$ cat src/rtl/instr_fetch.sv
// Instruction fetch: issues one memory read at a time from the current PC
// and buffers returned words in a 2-entry FIFO toward decode.
module instr_fetch #(
  parameter int ADDR_W      = 32,
  parameter int DATA_W      = 32,
  parameter int TIMEOUT_CYC = 15
) (
  input  logic              clk,
  input  logic              reset,
  input  logic [ADDR_W-1:0] pc_in,
  output logic              pc_en,
  input  logic              flush,
  output logic              mem_req,
  output logic [ADDR_W-1:0] mem_addr,
  input  logic              mem_gnt,
  input  logic              mem_rvalid,
  input  logic [DATA_W-1:0] mem_rdata,
  output logic              instr_valid,
  output logic [DATA_W-1:0] instr_data,
  output logic [ADDR_W-1:0] instr_pc,
  input  logic              instr_ready,
  output logic              fault
);

  localparam int CNT_W = $clog2(TIMEOUT_CYC + 1);

  typedef enum logic [2:0] {
    IDLE,
    REQ,
    WAIT,
    DROP,
    FAULT
  } state_e;

  typedef struct packed {
    logic [ADDR_W-1:0] pc;
    logic [DATA_W-1:0] data;
  } ent_t;

  state_e            state_q, state_d;
  logic [CNT_W-1:0]  tmo_q, tmo_d;
  logic [ADDR_W-1:0] addr_q, addr_d;
  logic              req_q, req_d;
  logic              fault_q, fault_d;
  logic [1:0]        cnt_q, cnt_d;
  ent_t              e0_q, e0_d;
  ent_t              e1_q, e1_d;
  ent_t              new_ent;
  logic              push;
  logic              pop;

  always_comb begin
    state_d = state_q;
    tmo_d   = tmo_q;
    addr_d  = addr_q;
    push    = 1'b0;
    unique case (state_q)
      IDLE: begin
        if (!flush && cnt_q != 2'd2) begin
          addr_d  = pc_in;
          state_d = REQ;
        end
      end
      REQ: begin
        if (mem_gnt) begin
          tmo_d   = '0;
          state_d = flush ? DROP : WAIT;
        end else if (flush) begin
          state_d = IDLE;
        end
      end
      WAIT: begin
        if (mem_rvalid) begin
          push    = !flush;
          state_d = IDLE;
        end else begin
          tmo_d = tmo_q + CNT_W'(1);
          if (tmo_d == CNT_W'(TIMEOUT_CYC)) begin
            state_d = FAULT;
          end else if (flush) begin
            state_d = DROP;
          end
        end
      end
      DROP: begin
        if (mem_rvalid) begin
          state_d = IDLE;
        end else begin
          tmo_d = tmo_q + CNT_W'(1);
          if (tmo_d == CNT_W'(TIMEOUT_CYC)) begin
            state_d = FAULT;
          end
        end
      end
      FAULT: state_d = FAULT;
      default: state_d = IDLE;
    endcase
  end

  assign req_d   = (state_d == REQ);
  assign fault_d = (state_d == FAULT);

  // Grant must advance the PC in the same cycle, so this stays combinational
  assign pc_en = (state_q == REQ) && mem_gnt && !flush;

  assign new_ent.pc   = addr_q;
  assign new_ent.data = mem_rdata;
  assign pop          = (cnt_q != 2'd0) && instr_ready;

  always_comb begin
    cnt_d = cnt_q;
    e0_d  = e0_q;
    e1_d  = e1_q;
    if (flush) begin
      cnt_d = 2'd0;
    end else if (push && pop) begin
      if (cnt_q == 2'd1) begin
        e0_d = new_ent;
      end else begin
        e0_d = e1_q;
        e1_d = new_ent;
      end
    end else if (push) begin
      if (cnt_q == 2'd0) begin
        e0_d = new_ent;
      end else begin
        e1_d = new_ent;
      end
      cnt_d = cnt_q + 2'd1;
    end else if (pop) begin
      e0_d  = e1_q;
      cnt_d = cnt_q - 2'd1;
    end
  end

  always_ff @(posedge clk or negedge reset) begin
    if (!reset) begin
      state_q <= IDLE;
      tmo_q   <= '0;
      addr_q  <= '0;
      req_q   <= 1'b0;
      fault_q <= 1'b0;
      cnt_q   <= 2'd0;
      e0_q    <= '0;
      e1_q    <= '0;
    end else begin
      state_q <= state_d;
      tmo_q   <= tmo_d;
      addr_q  <= addr_d;
      req_q   <= req_d;
      fault_q <= fault_d;
      cnt_q   <= cnt_d;
      e0_q    <= e0_d;
      e1_q    <= e1_d;
    end
  end

  assign mem_req     = req_q;
  assign mem_addr    = addr_q;
  assign fault       = fault_q;
  assign instr_valid = (cnt_q != 2'd0);
  assign instr_data  = e0_q.data;
  assign instr_pc    = e0_q.pc;

endmodule

$ cat config.mk
export PLATFORM = sky130hd
export DESIGN_NAME = instr_fetch
export DESIGN_NICKNAME = d
export VERILOG_FILES = /design/src/rtl/instr_fetch.sv
export SDC_FILE = /design/constraint.sdc
export NUM_CORES = 1
export LEC_CHECK = 0
export ABC_AREA = 1
export CAP_MARGIN = 20
export CORE_MARGIN = 3
export CORE_UTILIZATION = 47
export DETAILED_ROUTE_END_ITERATION = 8
export GPL_TIMING_DRIVEN = 1
export PLACE_DENSITY = 0.83
export SLEW_MARGIN = 20
export SYNTH_ARGS = -nofsm -noshare
export SYNTH_HDL_FRONTEND = slang
export SYNTH_SLANG_ARGS = --single-unit
$ cat constraint.sdc
create_clock -name clk -period 1.7 [get_ports clk]
set_clock_uncertainty 0.2 [all_clocks]
set_input_delay 0.255 -clock clk [delete_from_list [all_inputs] [get_ports clk]]
set_output_delay 0.255 -clock clk [all_outputs]
set_load 0.02 [all_outputs]
==> metrics <==
Routability Congestion 0.783; number of diodes 0; number of global-route vias before repair between 8000 and 9000; R2R cell count 9; Fmax achieved between 500 and 600 MHz; count leader, synth nand2_1; Peak VDD IR around 1.1 mV; clock slew at reported path FFs 0.07 ns; Mean Syn Cell Area 7.58 um^2; Setup CP Type reg2reg; Post-Synthesis Cell Area slightly above 8000 um^2; Final ANT Viol Nets 0; Max Slew Vio Count 0; main flop type after synthesis dfrtp_1; Final Util 0.768; vias per std cell about 5.5; die area 19100 um^2; CTS Buf Count 17; Post-Route WL approximately 30000 um; largest net degree at the start of global routing 53; Placed Area ~11000 um^2; CP Capture Type flip-flop; DP Wirelength roughly 15000 um; flop-to-flop setup slack -0.27 ns; EDFF count, synth 0; Commonest cells post-synth nand2_1, dfrtp_1, inv_1; Congestion Overflow GR 0; Pleak roughly 6.6 nW; Clk Latency, worst-skew pair approximately 0.44 ns; dpl cells between 1000 and 1500; Cell Rows 47; max cap viols 0; design area between 10000 and 15000 um^2; clk sinks between 150 and 200; Yosys Warn Count 0; outcome finished, violations left; leading post-synthesis cells by cell area dfrtp_1, nand2_1, nand3_1; Pwr per Cell Area 1710 nW/um^2; antenna violations before repair 1; register area share after synthesis 0.520; clock buffer depth 2; synth unique cells 24; routed vias 8599; first-pass GRT wire length 41700 um; chip width ~140 um; H-tree level count 4; number of remaining DRC errors 0; Power Total 0.0221 W; drt initial violations slightly above 700; Clock Tree Root clkbuf_16; Finished Layout Cells roughly 1600; area leader, netlist dfrtp_1; share of layout cells above drive strength 1 0.227; startpoint type of the worst setup path flip-flop; per-cell routed wire length 19.5 um; required time worst endpoint ~1.8 ns; Area growth, synth to finish 57.5%; Ports 170; Synth Register Bits 171; Arr. time, crit path 2.09 ns; Placeable Area around 17000 um^2; Synth top area share 0.520; syn_nets roughly 1200; Hold Crit Class in2async; final setup vio count roughly 170; TritonRoute pass-1 iters 5; Die Y 138 um; final period utilization 1.16; RSZ-0062 raised after global routing true; setup ws final -0.269 ns; failing checks setup timing; Tot GR Track Use 0.271; max_slew headroom 0.784; fillers 1070; Final Hold Fails 0; TritonCTS clock tree done; NumNets Final roughly 1400; port buffer count between 150 and 200; asr flop ratio synth 1.00; Gate Count Post-Synth approximately 1100; r2r endpoint mem_addr[18]; starting density of the core 0.488; Critical R2R Launch cnt_q[1]; Crit Path Max Fanout 8; Worst Tran Pin Value 0.324 ns; Min Clock Period, post-route between 1.5 and 2 ns
final cells by class:
cell class                      instances  area, um^2  share of cell area
Timing Repair Buffer                  281        3440               0.265
Sequential cell                       171        4280               0.330
Tap cell                              220         275              0.0212
Multi-Input combinational cell        705        3790               0.292
Inverter                              145         569              0.0439
Clock buffer                           22         474              0.0366
Clock inverter                         10         140              0.0108
flip-flops by register name, summed over array words and instances (netlist names):
register	flops
e1_q	64
instr_data	32
instr_pc	32
mem_addr	32
tmo_q	4
state_q	3
cnt_q	2
fault	1
mem_req	1
how the worst max path moves through the flow:
stage                           endpoint  depth (start not counted)       start  slack, ns
after floorplan           instr_data[10]                         12    cnt_q[0]      -0.11
after global placement          cnt_q[1]                          8       flush      -0.39
after detailed placement    instr_pc[29]                         10       flush      -0.49
after CTS                 instr_data[12]                         11    cnt_q[1]      -0.22
after global routing            e1_q[19]                         11  state_q[1]      -0.34
final                       mem_addr[18]                          9    cnt_q[1]      -0.27
routing by layer:
layer,up-vias,track usage,share of wire
li1,3871,-,-
met1,4130,0.347,0.38
met2,492,0.457,0.48
met3,104,0.0590,0.095
met4,2,0.0972,0.043
met5,-,0,0.00040
metrics by stage:
| stage | setup TNS, ns | setup WS (ns) | hold WS [ns] |
|---|---|---|---|
| after floorplan | -2.39 | -0.112 | -0.241 |
| after global placement | -53.86 | -0.387 | -0.0434 |
| after detailed placement | -60.17 | -0.492 | -0.0454 |
| after CTS | -11.46 | -0.219 | 0.0788 |
| after global routing | -42.35 | -0.336 | 0.101 |
| final | -31.81 | -0.269 | 0.0724 |
cell families (layout without fill, tap and decap cells):
kind of cell | count (synthesis) | after routing | synth area share
fa+ha+maj | 5 | 5 | 0.00760
simple gates | 570 | 570 | 0.284
flops | 171 | 171 | 0.520
buf+inv | 211 | 458 | 0.109
compound gates | 130 | 130 | 0.0799
critical path, stage by stage, from the launching register on:
cell      delay, ns
dfrtp_1        0.41
buf_4          0.15
buf_6          0.11
ha_2           0.15
nand3b_1       0.21
buf_6          0.20
buf_16         0.15
buf_4          0.13
nor2_2         0.09
a21oi_1        0.06
cells in the final DEF (no fill, tap or decap), drive strengths merged:
master	count
o21ai	94
clkbuf	35
ha	5
clkinv	4
clkinvlp	3
dlygate4sd2	97
nand2	357
nand3	138
clkdlybuf4s15	1
nor3	1
nor2	68
o22ai	1
dfrtp	171
nand3b	2
nand4	3
dlygate4sd3	1
or2	1
a21oi	34
buf	101
inv	145
bufinv	3
o211ai	1
clkdlybuf4s50	68
power by group:
part | leakage, nW | internal, W | switching (W) | total, W
registers | 2.17 | 0.00580 | 0.00114 | 0.00694
logic | 4.13 | 0.00472 | 0.00636 | 0.0111
clock network | 0.292 | 0.00243 | 0.00168 | 0.00411
total | 6.59 | 0.0130 | 0.00919 | 0.0221
what timing repair did:
action	4_1_cts	5_1_grt
endpoints found under the setup margin	254	167
endpoints found under the hold margin	171	0
hold buffers	1	0
resized for setup	242	122
gates cloned	16	18
setup buffers	9	10
pin swaps	25	30
No activity file was read; power rests on OpenSTA's default activity.
